==> src/rtl/axil_cfg_master.sv <==
// AXI4-Lite initiator: converts a command/response stream into single register
// writes/reads, one outstanding transaction, with a per-transaction timeout.
module axil_cfg_master #(
  parameter int ADDR_WIDTH     = 32,
  parameter int DATA_WIDTH     = 32,
  parameter int TIMEOUT_CYCLES = 1024,
  parameter int CNT_WIDTH      = 16
) (
  input  logic                    clk,
  input  logic                    rst,
  input  logic                    cmd_valid,
  output logic                    cmd_ready,
  input  logic                    cmd_write,
  input  logic [ADDR_WIDTH-1:0]   cmd_addr,
  input  logic [DATA_WIDTH-1:0]   cmd_wdata,
  input  logic [DATA_WIDTH/8-1:0] cmd_wstrb,
  output logic                    rsp_valid,
  input  logic                    rsp_ready,
  output logic [DATA_WIDTH-1:0]   rsp_rdata,
  output logic [1:0]              rsp_resp,
  output logic                    rsp_timeout,
  output logic [ADDR_WIDTH-1:0]   m_axi_awaddr,
  output logic                    m_axi_awvalid,
  input  logic                    m_axi_awready,
  output logic [DATA_WIDTH-1:0]   m_axi_wdata,
  output logic [DATA_WIDTH/8-1:0] m_axi_wstrb,
  output logic                    m_axi_wvalid,
  input  logic                    m_axi_wready,
  input  logic [1:0]              m_axi_bresp,
  input  logic                    m_axi_bvalid,
  output logic                    m_axi_bready,
  output logic [ADDR_WIDTH-1:0]   m_axi_araddr,
  output logic                    m_axi_arvalid,
  input  logic                    m_axi_arready,
  input  logic [DATA_WIDTH-1:0]   m_axi_rdata,
  input  logic [1:0]              m_axi_rresp,
  input  logic                    m_axi_rvalid,
  output logic                    m_axi_rready,
  output logic [CNT_WIDTH-1:0]    txn_count,
  output logic [CNT_WIDTH-1:0]    err_count
);

  typedef enum logic [2:0] {IDLE, WADDR, WRESP, RADDR, RDATA, RESP} state_t;

  state_t                  state, state_d;
  logic [ADDR_WIDTH-1:0]   addr_q, addr_d;
  logic [DATA_WIDTH-1:0]   wdata_q, wdata_d;
  logic [DATA_WIDTH/8-1:0] wstrb_q, wstrb_d;
  logic [31:0]             tcnt, tcnt_d;
  logic                    awvalid_d, wvalid_d, bready_d, arvalid_d, rready_d;
  logic                    cmd_ready_d, rsp_valid_d, rsp_timeout_d;
  logic [DATA_WIDTH-1:0]   rsp_rdata_d;
  logic [1:0]              rsp_resp_d;
  logic [CNT_WIDTH-1:0]    txn_d, err_d;
  logic                    done;
  logic                    expire;

  assign m_axi_awaddr = addr_q;
  assign m_axi_araddr = addr_q;
  assign m_axi_wdata  = wdata_q;
  assign m_axi_wstrb  = wstrb_q;

  assign expire = (TIMEOUT_CYCLES != 0) && (tcnt == 32'(TIMEOUT_CYCLES - 1));

  always_ff @(posedge clk or posedge rst) begin
    if (rst) begin
      state         <= IDLE;
      addr_q        <= '0;
      wdata_q       <= '0;
      wstrb_q       <= '0;
      tcnt          <= '0;
      cmd_ready     <= 1'b0;
      m_axi_awvalid <= 1'b0;
      m_axi_wvalid  <= 1'b0;
      m_axi_bready  <= 1'b0;
      m_axi_arvalid <= 1'b0;
      m_axi_rready  <= 1'b0;
      rsp_valid     <= 1'b0;
      rsp_rdata     <= '0;
      rsp_resp      <= '0;
      rsp_timeout   <= 1'b0;
      txn_count     <= '0;
      err_count     <= '0;
    end else begin
      state         <= state_d;
      addr_q        <= addr_d;
      wdata_q       <= wdata_d;
      wstrb_q       <= wstrb_d;
      tcnt          <= tcnt_d;
      cmd_ready     <= cmd_ready_d;
      m_axi_awvalid <= awvalid_d;
      m_axi_wvalid  <= wvalid_d;
      m_axi_bready  <= bready_d;
      m_axi_arvalid <= arvalid_d;
      m_axi_rready  <= rready_d;
      rsp_valid     <= rsp_valid_d;
      rsp_rdata     <= rsp_rdata_d;
      rsp_resp      <= rsp_resp_d;
      rsp_timeout   <= rsp_timeout_d;
      txn_count     <= txn_d;
      err_count     <= err_d;
    end
  end

  always_comb begin
    state_d       = state;
    addr_d        = addr_q;
    wdata_d       = wdata_q;
    wstrb_d       = wstrb_q;
    tcnt_d        = tcnt;
    awvalid_d     = m_axi_awvalid;
    wvalid_d      = m_axi_wvalid;
    bready_d      = m_axi_bready;
    arvalid_d     = m_axi_arvalid;
    rready_d      = m_axi_rready;
    rsp_valid_d   = rsp_valid;
    rsp_rdata_d   = rsp_rdata;
    rsp_resp_d    = rsp_resp;
    rsp_timeout_d = rsp_timeout;
    txn_d         = txn_count;
    err_d         = err_count;
    done          = 1'b0;

    case (state)
      IDLE: begin
        if (cmd_valid && cmd_ready) begin
          addr_d  = cmd_addr;
          wdata_d = cmd_wdata;
          wstrb_d = cmd_wstrb;
          tcnt_d  = '0;
          if (cmd_write) begin
            awvalid_d = 1'b1;
            wvalid_d  = 1'b1;
            state_d   = WADDR;
          end else begin
            arvalid_d = 1'b1;
            state_d   = RADDR;
          end
        end
      end
      WADDR: begin
        // AW and W retire independently; a low valid here means that channel is done
        if (m_axi_awvalid && m_axi_awready) awvalid_d = 1'b0;
        if (m_axi_wvalid && m_axi_wready)   wvalid_d  = 1'b0;
        if (!awvalid_d && !wvalid_d) begin
          bready_d = 1'b1;
          state_d  = WRESP;
          done     = 1'b1;
        end
      end
      WRESP: begin
        if (m_axi_bvalid && m_axi_bready) begin
          bready_d      = 1'b0;
          rsp_valid_d   = 1'b1;
          rsp_resp_d    = m_axi_bresp;
          rsp_rdata_d   = '0;
          rsp_timeout_d = 1'b0;
          state_d       = RESP;
          done          = 1'b1;
        end
      end
      RADDR: begin
        if (m_axi_arvalid && m_axi_arready) begin
          arvalid_d = 1'b0;
          rready_d  = 1'b1;
          state_d   = RDATA;
          done      = 1'b1;
        end
      end
      RDATA: begin
        if (m_axi_rvalid && m_axi_rready) begin
          rready_d      = 1'b0;
          rsp_valid_d   = 1'b1;
          rsp_resp_d    = m_axi_rresp;
          rsp_rdata_d   = m_axi_rdata;
          rsp_timeout_d = 1'b0;
          state_d       = RESP;
          done          = 1'b1;
        end
      end
      RESP: begin
        if (rsp_ready) begin
          rsp_valid_d = 1'b0;
          txn_d       = txn_count + 1'b1;
          if (rsp_resp != 2'b00 || rsp_timeout) err_d = err_count + 1'b1;
          state_d     = IDLE;
        end
      end
      default: state_d = IDLE;
    endcase

    // A handshake landing in the expiry cycle takes precedence over the timeout
    if (state inside {WADDR, WRESP, RADDR, RDATA}) begin
      tcnt_d = tcnt + 1'b1;
      if (expire && !done) begin
        awvalid_d     = 1'b0;
        wvalid_d      = 1'b0;
        bready_d      = 1'b0;
        arvalid_d     = 1'b0;
        rready_d      = 1'b0;
        rsp_valid_d   = 1'b1;
        rsp_resp_d    = 2'b10;
        rsp_rdata_d   = '0;
        rsp_timeout_d = 1'b1;
        state_d       = RESP;
      end
    end

    cmd_ready_d = (state_d == IDLE);
  end

endmodule
==> config.mk <==
export PLATFORM = sky130hd
export DESIGN_NAME = axil_cfg_master
export DESIGN_NICKNAME = d
export VERILOG_FILES = /design/src/rtl/axil_cfg_master.sv
export SDC_FILE = /design/constraint.sdc
export NUM_CORES = 1
export LEC_CHECK = 0
export CORE_UTILIZATION = 45
export DETAILED_ROUTE_END_ITERATION = 10
export PLACE_DENSITY = 0.8
export SETUP_SLACK_MARGIN = 0.15
export SYNTH_ARGS = -nofsm -noshare
export SYNTH_HDL_FRONTEND = slang
export SYNTH_SLANG_ARGS = --single-unit
==> constraint.sdc <==
create_clock -name clk -period 15.5 [get_ports clk]
set_input_delay 3.1 -clock clk [delete_from_list [all_inputs] [get_ports clk]]
set_output_delay 3.1 -clock clk [all_outputs]
set_load 0.005 [all_outputs]
==> results by group, run 1 <==
Status
  – Outcome: completed

Global route
  – Tot GR Track Use: about a quarter
  – Initial antenna violation count: 0
  – Busiest layer in global routing: met2
  – GRT met2 Usage: around 40%
  – Largest net degree at the start of global routing: 108
  – First-pass GRT wire length: 35,200 µm
  – Number of global-route vias before repair: between 6,000 and 7,000
  – GRT overflow: 0
  – Met3 usage: under 10%
  – M1 GR Usage: around a third

Yosys
  – Syn nets: between 900 and 1,000
  – Seq/Total Area, Yosys: a little under three fifths
  – Cell taking the most area after synthesis: dfrtp_1
  – Post-synthesis mux area share: under 10%
  – Commonest cells in the netlist: nand2_1, dfrtp_1, o21ai_0, clkbuf_1, buf_4
  – Seq cells post-synth: roughly 180
  – Synth area leaders: dfrtp_1, nand2_1, buf_4, xnor2_1, o21ai_0
  – XOR/XNOR Fraction of Synth Area: between 3 and 4%
  – Most frequent cell after synthesis: nand2_1
  – Synth Area in Compound Gates: 7.32%
  – Mapped Area: approximately 8000 µm²
  – Synth warn: 0
  – Yosys cell types: 58
  – Synth top area share: a little under three fifths
  – Async S/R FF share, synth: 100%
  – Largest family of logic cells by synthesized area: simple AND/OR/NAND/NOR gates
  – Main flop type after synthesis: dfrtp_1
  – Adder-cell share of the synthesized area: less than 1%
  – Synth Area in Simple Gates: roughly a quarter
  – Post-synth EDFFs: 0
  – Syn Area/Cell: 9.31 µm²
  – Mapped Cells: between 800 and 900

Clocking
  – Total CTS buffers: 17
  – Max Buffers Root-to-Sink: 2
  – Postcts setup bufs: 0
  – PostCTS Resize Cnt: 0
  – H-tree levels: 4
  – Hold Buf Count CTS: 0
  – TritonCTS clock tree: yes
  – # clock sinks: 177
  – Clock transition at path regs: about 70 ps
  – Root buf cell: clkbuf_16
  – Worst-Skew Late Latency: approximately 430 ps

Floorplanning
  – Row cnt: 48
  – Die Y: 136 µm
  – Core area: 17,400 µm²
  – Die ar.: between 15,000 and 20,000 µm²
  – Die W: ~140 µm
  – Initial Util: 46.3%
  – Ports: 288

Setup path
  – Crit path cell chain: clkdlybuf4s50_1 -> nor4bb_1 -> nand2_4 -> o211ai_1 -> a21boi_0
  – CP startpoint: cmd_valid
  – CP required: 15,840 ps
  – Startpoint types: input port
  – Reg-to-reg startpoint: tcnt[0]
  – Critical Path Sink Type: flop
  – Top delay family on crit path: simple AND/OR/NAND/NOR gates
  – Crit path largest cell delay: between 600 and 700 ps
  – CP max FO: between 90 and 100
  – Slowest stage cell, crit path: nand2_4
  – WP buf/inv: 1
  – Critical Path AT: 5460 ps
  – WS Path Type: input port to flop

Finish
  – # diodes: 0
  – Final nets: roughly 1,200
  – Area Overhead vs Synth: 42.4%
  – Filler cell count: ~1,400
  – Post-layout util: approximately 66%
  – Layout cell share with drive strength beyond 1: roughly 4.4%

Placed design
  – Number of port buffers: between 200 and 300
  – GP Congestion: roughly 0.83
  – Dpl hpwl: ~16,000 µm

Routing
  – Via count: ~7,000
  – 1st-iter DRT viols: 418
  – Vias per cell: ~5.2
  – Antenna violation net count after detailed routing: 0
  – WL/cell: approximately 17 µm
  – Drt total wl: roughly 22,000 µm
  – DR pass1 iterations: 6
  – # DRC: 0

Timing
  – Fin. max-slew vios: 0
  – Worst slew margin relative to its limit: around 29%
  – Final Cycle Share: 33.0%
  – Least-Margin Pin Slew: approximately 1100 ps
  – Final hold vios: 0
  – Minimum clock period: 5110 ps
  – Fin Setup TNS: 0 ps
  – Peak Freq: 0.196 GHz
  – Skew final: between 9 and 10 ps
  – Hold_ws: between 400 and 500 ps
  – Finish-stage setup viols: 0
  – RSZ-0062 raised after global routing: no

Min path
  – Min-delay src: m_axi_wdata[21]
  – Min-delay worst type: flop to flop

Flow run
  – # Max-Cap Violations: 0

Power
  – VDD IR max: 0.101 mV
  – Leak: a little over 5 nW
  – PwrDens: roughly 160 nW/µm²
==> kinds of logic (layout without fill, tap and decap cells) <==
kind of cell               after synthesis  in the layout
adders and majority gates                3              3
buffers and inverters                   81            330
muxes                                   12             12
xor gates and xnor gates                36             36
AOI/OAI and AO/OA                       91             91
and+or+nand+nor                        463            463
DFF                                    177            177
==> placed cells by master (no fill, tap or decap), types with 11 or more instances in the layout <==
cell and instances:
a21oi_1 18, clkbuf_16 17, clkdlybuf4s50_1 287, dfrtp_1 177, mux2i_1 11, nand2_1 315
nand2b_1 14, nand3_1 17, nand4_1 18, nor2_1 16, nor4_1 20, o21ai_0 38
xnor2_1 27
==> sequential cells by signal, indices dropped and copies added (netlist names), 2 cells and up <==
signal	flops
m_axi_araddr	32
m_axi_wdata	32
rsp_rdata	32
tcnt	32
err_count	16
txn_count	16
m_axi_wstrb	4
state	3
rsp_resp	2
==> cell type report <==
| class | count | area [µm²] | share of cell area, % |
|---|---|---|---|
| sequential | 177 | 4430 | 38.7 |
| clock buffer | 20 | 447 | 3.90 |
| clock inverter | 12 | 169 | 1.48 |
| tap | 225 | 282 | 2.46 |
| inverter | 6 | 27.5 | 0.241 |
| timing repair buffer | 292 | 2910 | 25.4 |
| multi-input combinational | 605 | 3180 | 27.8 |
==> worst min-delay path: stages (launching register included) <==
cell,delay [ps]
dfrtp_1,340
nand2_1,50
nand2_1,50
==> stage by stage <==
step | total power [mW] | area (µm²) | std cells | worst slack (ps)
finish | 1.86 | 11400 | 1337 | 10390
global route | 1.97 | 11400 | 1337 | 10080
CTS | 1.88 | 11400 | 1337 | 10390
detailed placement | 1.42 | 10800 | 1305 | 9960
global placement | 1.40 | 10800 | 1305 | 10030
floorplan | 1.01 | 8030 | 863 | 7600
==> power by group <==
part           internal [mW]  switching, mW  total [mW]
logic                  0.400          0.290       0.690
registers              0.604          0.119       0.723
clock network          0.262          0.188       0.451
==> final timing paths <==
check	end	slack (ps)	cells after the start
setup reg to reg	rsp_rdata[14]	12840	6
max in group asynchronous	rsp_rdata[24]	10770	3
setup / recovery	state[1]	10390	5
hold / removal	m_axi_wdata[21]	470	2
hold reg to reg	m_axi_wdata[21]	470	2
min in group asynchronous	m_axi_araddr[16]	3270	2
==> routing by layer <==
| layer | share of wire (%) | routed length [µm] |
|---|---|---|
| met1 | 42 | 9320 |
| met3 | 7.9 | 1760 |
| met5 | 0 | 0 |
| met4 | 1.8 | 398 |
| met2 | 49 | 10800 |
Note: power is estimated with default switching activity, not from simulation.
==> run 2: changes to the inputs <==
Clock period 15.5 ns to 5.2 ns, I/O delays scaled along.
==> run 2 against run 1 <==
Effect of this change:
- utilization up 0.18 points
- global-route usage fell by 0.55 points
- power rose to 3.0 times the previous value
- non-clock buffer count is the same
- combinational power rose to 3.0 times the previous value
- sequential power grew to 3.0 times the previous value
- first-iteration DRC count down 11%
- count of clock-buffer cells in the layout stayed put
- highest routed layer unchanged
==> results by group, run 2 (synthesized netlist as in run 1, its figures left out) <==
Clocking
  – Max Buffers Root-to-Sink: 2 (unchanged)
  – TritonCTS clock tree: yes
  – Total CTS buffers: 17 (unchanged)
  – H-tree levels: 4 (unchanged)
  – Worst-Skew Late Latency: 430 ps (about the same)
  – PostCTS Resize Cnt: 0 (unchanged)
  – Hold Buf Count CTS: 0 (unchanged)
  – Root buf cell: clkbuf_16
  – Postcts setup bufs: 0 (unchanged)
  – # clock sinks: 177 (unchanged)
  – Clock transition at path regs: 70 ps (about the same)

Timing
  – Fin. max-slew vios: 0 (unchanged)
  – Peak Freq: around 0.31 GHz
  – Finish-stage setup viols: 0 (unchanged)
  – Final hold vios: 0 (unchanged)
  – Skew final: 11.7 ps (+2.23 ps)
  – RSZ-0062 raised after global routing: no
  – Final Cycle Share: a little over 60%
  – Fin Setup TNS: 0 ps (unchanged)
  – Least-Margin Pin Slew: 1240 ps (+178 ps)
  – Hold_ws: 472 ps (-1.59 ps)
  – Worst slew margin relative to its limit: 17.4% (-12 points)
  – Worst setup margin: 1980 ps (-8410 ps)
  – Minimum clock period: ~3200 ps

Floorplanning
  – Die Y: 136 µm (unchanged)
  – Ports: 288 (unchanged)
  – Row cnt: 48 (unchanged)
  – Initial Util: 46.3% (unchanged)
  – Core area: 17,400 µm² (unchanged)
  – Die ar.: 18,400 µm² (unchanged)
  – Die W: 136 µm (unchanged)

Setup path
  – Worst setup endpoint: rsp_resp[0]
  – R2R setup slack: 2450 ps (-10,390 ps)
  – Critical Path Sink Type: flop
  – WS Path Type: input port to flop
  – CP required: 5530 ps (-10,310 ps)
  – CP startpoint: m_axi_rvalid
  – Critical Path AT: 3560 ps (-1900 ps)
  – Reg2Reg Depth: 4 (-2)
  – Startpoint types: input port
  – R2r endpoint: rsp_resp[0]
  – Reg-to-reg startpoint: state[2]
  – CP max FO: 33 (-65%)

Finish
  – Register Area: 4430 µm² (unchanged)
  – Layout cell share with drive strength beyond 1: 4.41% (about the same)
  – Commonest cells after routing, fill and taps aside: nand2_1, clkdlybuf4s50_1, dfrtp_1
  – # diodes: 0 (unchanged)
  – Most common cell after layout, fill and taps aside: nand2_1
  – Final nets: 1,216 (unchanged)
  – Filler cell count: 1,364 (-1.1%)
  – Multi-input gate area: 3180 µm² (unchanged)
  – Area Overhead vs Synth: 42.8%

Power
  – Leak: 5.06 nW (+0.23%)
  – PwrDens: 481 nW/µm² (+200%)
  – VDD IR max: 0.267 mV (+170%)

Placed design
  – GP Congestion: 0.779 (-6.1%)
  – Dpl hpwl: 15,300 µm (-1.7%)
  – Number of port buffers: 287 (unchanged)
  – Dpl ws: 1500 ps (-8460 ps)

Routing
  – 1st-iter DRT viols: 374 (-11%)
  – WL/cell: 16.4 µm (-1.8%)
  – DR pass1 iterations: 6 (unchanged)
  – Vias per cell: 5.20 (-0.67%)
  – Antenna violation net count after detailed routing: 0 (unchanged)
  – Drt total wl: 21,900 µm (-1.9%)
  – Via count: 6,947 (-0.74%)
  – # DRC: 0 (unchanged)

Global route
  – GRT overflow: 0 (unchanged)
  – First-pass GRT wire length: 34,600 µm (-1.7%)
  – Tot GR Track Use: 24.3% (-0.55 points)
  – Initial antenna violation count: 0 (unchanged)
  – Number of global-route vias before repair: 6,728 (-0.44%)
  – Largest net degree at the start of global routing: 95 (-12%)

Min path
  – Min-delay worst type: flop to flop

Status
  – Outcome: completed

Flow run
  – # Max-Cap Violations: 0 (unchanged)
==> run 2: changes by cell type in the layout (fill, tap and decap cells not counted) <==
cell	delta
buf_4	-3
clkinv_2	+2
buf_12	+3
inv_6	-4
clkinv_4	+1
clkbuf_1	-1
clkbuf_8	+1
==> run 2: cell type report <==
class / instances / share of cell area (%)
clock buffers: 20 / 3.98
clock inverters: 11 / 1.34
inverters: 6 / 0.229
multi-input cells: 605 / 27.7
flip-flops and latches: 177 / 38.6
well taps: 225 / 2.45
repair buffers: 292 / 25.7
==> run 2: per-stage QoR <==
| stage | instance area (µm²) | power [mW] | instances | util, % |
|---|---|---|---|---|
| 2_1_floorplan | 8040 | 3.00 | 863 | - |
| 3_3_place_gp | 10900 | 4.16 | 1305 | 62.6 |
| 3_5_place_dp | 10900 | 4.22 | 1305 | 62.6 |
| 4_1_cts | 11500 | 5.57 | 1336 | 66.1 |
| 5_1_grt | 11500 | 5.86 | 1336 | 66.1 |
| 6_report | 11500 | 5.52 | 1336 | 66.1 |
==> run 2: worst min path at each step <==
stage	from	end	slack [ps]	depth (start not counted)
final	m_axi_wdata[6]	m_axi_wdata[6]	470	2
after CTS	m_axi_wdata[16]	m_axi_wdata[16]	480	2
after global routing	txn_count[15]	txn_count[15]	490	1
after floorplan	err_count[15]	err_count[15]	470	1
after global placement	m_axi_wdata[20]	m_axi_wdata[20]	460	2
after detailed placement	m_axi_wdata[1]	m_axi_wdata[1]	460	2
==> run 2: power by group <==
part	internal (mW)	leakage, nW	switching [mW]
logic	1.20	2.43	0.849
clock network	0.786	0.299	0.536
registers	1.80	2.34	0.352
==> run 2: critical path: stages <==
cell and delay, ps:
clkdlybuf4s50_1 510, nor4bb_1 550, and2_1 1040, a22oi_1 220
a22oi_1 190
==> run 2: routing by layer <==
layer  track usage, %  share of wire, %
met5                0                 0
met4             9.11               2.2
met3             8.31               7.7
met2             38.7                48
met1             30.4                42
==> run 3: changes to the inputs <==
Settings changed: CORE_UTILIZATION 45 to 41, PLACE_DENSITY 0.8 to 0.77.
Clock period 5.2 ns to 2.6 ns, I/O delays scaled along.
==> run 3 against run 2 <==
Effect of this change:
- cell count is 4.3% higher
- clock skew is 1.6 ps higher
- die area rose by 9.6%
- sequential power is 98% higher
- non-clock buffer count is 22 higher
- utilization is 4.1 points lower
==> results by group, run 3 (synthesized netlist as in run 1, its figures left out) <==
Floorplanning
  – Ports: 288 (unchanged)
  – Die Y: 142 µm (+4.7%)
  – Core area: 19,000 µm² (+9.2%)
  – Initial Util: 42.4% (-3.9 points)
  – Die ar.: 20,200 µm² (+9.6%)
  – Die W: 142 µm (+4.7%)
  – Row cnt: 50 (+4.2%)

Global route
  – Tot GR Track Use: 23.0% (-1.3 points)
  – GRT overflow: 0 (unchanged)
  – Initial antenna violation count: 0 (unchanged)
  – First-pass GRT wire length: 36,400 µm (+5.1%)
  – Number of global-route vias before repair: 6,904 (+2.6%)
  – Largest net degree at the start of global routing: 71 (-25%)

Placed design
  – DP Area: 11,100 µm² (+2.4%)
  – Number of port buffers: 287 (unchanged)
  – Dpl hpwl: 16,400 µm (+7.0%)
  – GP Congestion: 0.866 (+11%)

Routing
  – 1st-iter DRT viols: 358 (-4.3%)
  – DR pass1 iterations: 4 (-2)
  – # DRC: 0 (unchanged)
  – Antenna violation net count after detailed routing: 0 (unchanged)
  – Via count: 7,031 (+1.2%)
  – WL/cell: 16.0 µm (-2.6%)
  – Vias per cell: 5.04 (-3.0%)
  – Drt total wl: 22,300 µm (+1.7%)

Min path
  – Min-delay worst type: input port to async pin

Timing
  – Least-Margin Pin Slew: 514 ps (-725 ps)
  – Minimum clock period: around 2300 ps
  – Final hold vios: 0 (unchanged)
  – Final Cycle Share: about 87%
  – Fin. max-slew vios: 0 (unchanged)
  – Skew final: 13.3 ps (+1.56 ps)
  – RSZ-0062 raised after global routing: no
  – Worst slew margin relative to its limit: 65.7% (+48 points)
  – Finish-stage setup viols: 0 (unchanged)
  – Peak Freq: 0.444 GHz

Setup path
  – Critical Path AT: 2540 ps (-1020 ps)
  – WS Path Type: flop to flop
  – R2R setup slack: 350 ps (-2100 ps)
  – CP max FO: 20 (-39%)
  – R2r endpoint: rsp_rdata[28]
  – CP required: 2890 ps (-2640 ps)
  – Reg2Reg Depth: 6 (+2)
  – Startpoint types: flop
  – Critical Path Sink Type: flop
  – Reg-to-reg startpoint: tcnt[0]

Clocking
  – Clock transition at path regs: 70 ps (about the same)
  – Max Buffers Root-to-Sink: 2 (unchanged)
  – Hold Buf Count CTS: 0 (unchanged)
  – H-tree levels: 4 (unchanged)
  – Total CTS buffers: 17 (unchanged)
  – Root buf cell: clkbuf_16
  – TritonCTS clock tree: yes
  – # clock sinks: 177 (unchanged)
  – Worst-Skew Late Latency: 430 ps (about the same)

Power
  – Leak: 5.19 nW (+2.5%)
  – PwrDens: 952 nW/µm² (+98%)
  – VDD IR max: 0.515 mV (+93%)

Finish
  – Layout cell share with drive strength beyond 1: 6.44% (+2.0 points)
  – Area Overhead vs Synth: 46.3%
  – Post-layout util: 62.0% (-4.1 points)
  – # diodes: 0 (unchanged)
  – Final nets: 1,238 (+1.8%)
  – Commonest cells after routing, fill and taps aside: nand2_1, clkdlybuf4s50_1, dfrtp_1
  – Fin area: 11,800 µm² (+2.4%)
  – Most common cell after layout, fill and taps aside: nand2_1

Status
  – Outcome: completed

Flow run
  – # Max-Cap Violations: 0 (unchanged)
[run 3: stage by stage]
stage / TNS [ps] / total power [mW] / std cells / setup slack, ps / hold WS [ps]
floorplan: -33030 / 6.01 / 863 / -187 / 468
global placement: 0 / 8.52 / 1361 / 73.6 / 457
detailed placement: 0 / 8.64 / 1361 / 8.69 / 461
CTS: 0 / 11.3 / 1393 / 199 / 423
global route: 0 / 11.9 / 1394 / 163 / 432
finish: 0 / 11.2 / 1394 / 350 / 432
[run 3: worst max-delay path by stage]
stage | depth (start not counted) | slack, ps | to | start
floorplan | 1 | -190 | cmd_ready | rst
global placement | 5 | 70 | tcnt[27] | cmd_valid
detailed placement | 6 | 9 | rsp_rdata[15] | m_axi_awready
CTS | 6 | 200 | rsp_rdata[19] | tcnt[0]
global route | 6 | 160 | rsp_rdata[30] | tcnt[0]
finish | 6 | 350 | rsp_rdata[28] | tcnt[0]
[run 3: where the power goes]
| part | total [mW] | internal [mW] | switching, mW | leakage [nW] |
|---|---|---|---|---|
| Sequential | 4.26 | 3.60 | 0.654 | 2.34 |
| Clock | 2.61 | 1.41 | 1.20 | 0.290 |
| Combinational | 4.33 | 2.53 | 1.80 | 2.56 |
| Total | 11.2 | 7.54 | 3.65 | 5.19 |
[run 3: routing by layer]
layer / vias to the layer above / routed length, µm / track usage [%]
met1: 3402 / 9460 / 29.6
met3: 24 / 1560 / 6.09
met5: - / 0 / 0
met4: 0 / 302 / 7.36
li1: 3374 / - / -
met2: 231 / 10900 / 37.6
[run 3: repair_timing]
item                                    CTS  global route
gates resized for setup                   0             2
endpoints found under the setup margin    0            42
setup buffers                             0             1
[run 3: final cells by class]
type | instances | area, µm²
fill | 1552 | 7200
clock buffer | 18 | 439
timing repair buffer | 314 | 3180
sequential | 177 | 4430
multi-input combinational | 605 | 3180
inverter | 6 | 26.3
tap | 260 | 325
clock inverter | 14 | 170
[run 3: worst max-delay path: stages (launching register included)]
cell       delay (ps)
dfrtp_1           380
ha_1              210
nand2_1           120
or3b_4            520
a2111oi_4         430
buf_4             310
o21ai_0           140
==> RTL edit: new RTL, config.mk and constraints of run 2 <==
Put one more register stage on the output `err_count`, with the module's reset. The value now appears one clock later. The other outputs are not delayed to match.
--- a/src/rtl/axil_cfg_master.sv
+++ b/src/rtl/axil_cfg_master.sv
@@ -43,4 +43,6 @@
   typedef enum logic [2:0] {IDLE, WADDR, WRESP, RADDR, RDATA, RESP} state_t;
 
+  logic [CNT_WIDTH-1:0] err_count_s0;
+
   state_t                  state, state_d;
   logic [ADDR_WIDTH-1:0]   addr_q, addr_d;
@@ -81,5 +83,5 @@
       rsp_timeout   <= 1'b0;
       txn_count     <= '0;
-      err_count     <= '0;
+      err_count_s0  <= '0;
     end else begin
       state         <= state_d;
@@ -99,5 +101,5 @@
       rsp_timeout   <= rsp_timeout_d;
       txn_count     <= txn_d;
-      err_count     <= err_d;
+      err_count_s0  <= err_d;
     end
   end
@@ -119,5 +121,5 @@
     rsp_timeout_d = rsp_timeout;
     txn_d         = txn_count;
-    err_d         = err_count;
+    err_d         = err_count_s0;
     done          = 1'b0;
 
@@ -183,5 +185,5 @@
           rsp_valid_d = 1'b0;
           txn_d       = txn_count + 1'b1;
-          if (rsp_resp != 2'b00 || rsp_timeout) err_d = err_count + 1'b1;
+          if (rsp_resp != 2'b00 || rsp_timeout) err_d = err_count_s0 + 1'b1;
           state_d     = IDLE;
         end
@@ -210,3 +212,11 @@
   end
 
+  always_ff @(posedge clk or posedge rst) begin
+    if (rst) begin
+      err_count <= '0;
+    end else begin
+      err_count <= err_count_s0;
+    end
+  end
+
 endmodule
Behaviour: no difference found for any inputs over 4 cycles, from zero or initial values and one cycle with rst high; that may be too few to reach the edited logic, so the function may still have changed.
==> RTL edit against run 2 <==
- worst setup slack improved by 480 ps
- final cell count is 4.6% lower
- final area increased by 1.3%
- combinational power shrank 6%
- first-iteration DRC count increased by 36%
- power is 0.93% higher
- sequential power increased by 3%
- area after synthesis grew 1.6%
- sequential cell count grew 16
- wire length decreased by 2.1%
- count of clock-buffer cells in the layout is 2 lower
- via count shrank 5.8%
- sequential share of layout area increased by 3.0 points
==> RTL edit: results (changes against run 2) <==
======================================================================================
Result of the run                                                         finished clean   unchanged
Pin count of the biggest net entering global routing                               194   was 95
Worst reg-to-reg path cell count                                                     7   was 4
Last element of the critical path                                         cmd_ready$_DFF_PP0_   was rsp_resp[0]$_DFF_PP0_
Number of nets produced by synthesis                                               907   was 980
Source of the worst register-to-register timing path                      tcnt[0]$_DFFE_PP0P_   was state[2]$_DFF_PP0_
Leakage power figure                                                           5.29 nW   was 5.06 nW
Last weighted congestion value of the routability-driven placer                  0.820   was 0.779
Global-route usage over all layers                                               0.230   was 0.243
Total routed wirelength                                                        21.4 mm   was 21.9 mm
Commonest cells in the netlist                                            nand2_1 (238), dfrtp_1 (193), nor2_1 (45)   was nand2_1 (316), dfrtp_1 (177), o21ai_0 (38)
Number of buffers created by CTS                                                    17   unchanged
Standard cell area after detailed placement                                 11000 um^2   was 10900 um^2
Total inserted antenna cells                                                         0   unchanged
First-pass iteration count of the detailed router                                    6   unchanged
Clock transition at the registers of the reported paths                          70 ps   about the same
Via-per-instance ratio                                                            5.14   was 5.20
PostCTS Resize Cnt                                                                   0   unchanged
Filler Cells Inserted                                                             1359   was 1364
Worst max-slew margin expressed relative to the limit                            0.319   was 0.174
Worst Hold Class                                                            reg -> reg   unchanged
Wire length of the first global-routing pass                                   32.9 mm   was 34.6 mm
Worst-skew pair later-pin latency                                               430 ps   about the same
CTS Root Buffer Type                                                         clkbuf_16   unchanged
CTS max path bufs                                                                    2   unchanged
Async SR Flop Fraction                                                            1.00   unchanged
Detailed Place HPWL                                                            14.7 mm   was 15.3 mm
Post-synthesis instance total                                                      790   was 863
Most area-consuming cells after synthesis                                 dfrtp_1 (59%), nand2_1 (11%), a32o_1 (4.0%), xnor2_1 (3.8%), buf_4 (3.0%)   was dfrtp_1 (55%), nand2_1 (15%), buf_4 (3.0%), xnor2_1 (2.9%), o21ai_0 (2.4%)
Iteration-0 DRC count of the detailed router                                       508   was 374
Critical register-to-register path endpoint                               m_axi_bready$_DFF_PP0_   was rsp_resp[0]$_DFF_PP0_
DR WL/cell                                                                     16.8 um   was 16.4 um
WP data arrival                                                                3070 ps   was 3560 ps
Worst-case clock skew                                                          10.9 ps   was 11.7 ps
CP max FO                                                                           71   was 33
Number of nets in the layout                                                      1153   was 1216
Share of layout cells above drive strength 1                                    0.0524   was 0.0441
Total setup buffers inserted after CTS                                               0   unchanged
Number of distinct standard cells referenced by the synthesized netlist             48   was 58
Worst vdd ir                                                                0.000445 V   was 0.000267 V
Synth warn                                                                           0   unchanged
Number of port buffers                                                             287   unchanged
Critical path launch point                                                   cmd_valid   was m_axi_rvalid
Initial antenna violation count                                                      0   unchanged
Max H-tree Level                                                                     4   unchanged
Part of the Yosys area used for sequential elements                              0.592   was 0.551
FF-to-FF setup slack                                                           2840 ps   was 2450 ps
======================================================================================
[RTL edit: cell count changes after synthesis, moves of 8 or more]
| cell | before | now |
|---|---|---|
| nor2_1 | 16 | 45 |
| clkbuf_1 | 33 | 19 |
| nand2_1 | 316 | 238 |
| nor4_1 | 20 | 10 |
| a32o_1 | 1 | 33 |
| dfrtp_1 | 177 | 193 |
| o21ai_0 | 38 | 6 |
| mux2i_1 | 11 | 0 |
| xor2_1 | 9 | 19 |
| nand2b_1 | 14 | 4 |
| xnor2_1 | 27 | 35 |
[RTL edit: logic make-up (layout without fill, tap and decap cells)]
| family | Yosys count | count (layout) | share of synthesized area |
|---|---|---|---|
| compound gates | 64 | 64 | 0.0656 |
| xor+xnor | 54 | 54 | 0.0579 |
| fa+ha+maj | 3 | 3 | 0.00460 |
| buf+inv | 77 | 336 | 0.0558 |
| flops | 193 | 193 | 0.592 |
| mux | 3 | 3 | 0.00414 |
| simple gates | 396 | 396 | 0.220 |
[RTL edit: worst min path at each step]
stage                     slack, ps                    startpoint  depth (start not counted)                 endpoint
after detailed placement        400  err_count_s0[15]$_DFFE_PP0P_                          0  err_count[15]$_DFF_PP0_
final                           410  err_count_s0[15]$_DFFE_PP0P_                          0  err_count[15]$_DFF_PP0_
after global placement          400  err_count_s0[15]$_DFFE_PP0P_                          0  err_count[15]$_DFF_PP0_
after global routing            430  err_count_s0[15]$_DFFE_PP0P_                          0  err_count[15]$_DFF_PP0_
after CTS                       420  err_count_s0[15]$_DFFE_PP0P_                          0  err_count[15]$_DFF_PP0_
after floorplan                 370  err_count_s0[15]$_DFFE_PP0P_                          0  err_count[15]$_DFF_PP0_
[RTL edit: metal layers]
metal	global-route usage	share of wire	wire, um	vias up
li1	-	-	-	3126
met1	0.279	0.40	8610	3147
met2	0.385	0.50	10600	243
met3	0.0704	0.081	1740	30
met4	0.0833	0.020	430	0
met5	0	0	0	-
[RTL edit: final cells by class]
class	instances	area, um^2	share of cell area
inverter	10	41.3	0.00355
tap	225	282	0.0242
multi-input combinational	520	2890	0.249
timing repair buffer	294	2940	0.253
clock buffer	18	439	0.0378
clock inverter	14	203	0.0174
sequential	193	4830	0.416
[RTL edit: per-stage QoR]
stage,worst slack (ps),hold WS (ps),utilization
after CTS,2460,415,0.665
after global routing,2340,426,0.665
after detailed placement,2000,399,0.628
after floorplan,1670,373,-
after global placement,2040,397,0.628
final,2460,413,0.665
[RTL edit: power by group]
| part | internal [mW] | switching [mW] |
|---|---|---|
| clock | 0.826 | 0.587 |
| sequential | 1.90 | 0.324 |
| combinational | 1.15 | 0.784 |
| total | 3.88 | 1.69 |
[RTL edit: worst max-delay path, stage by stage]
cell             delay (ps)
clkdlybuf4s50_1         480
nand2_1                 100
or4_2                   540
buf_4                   380
nor2_1                  240
a211oi_1                 90
and3_1                  170
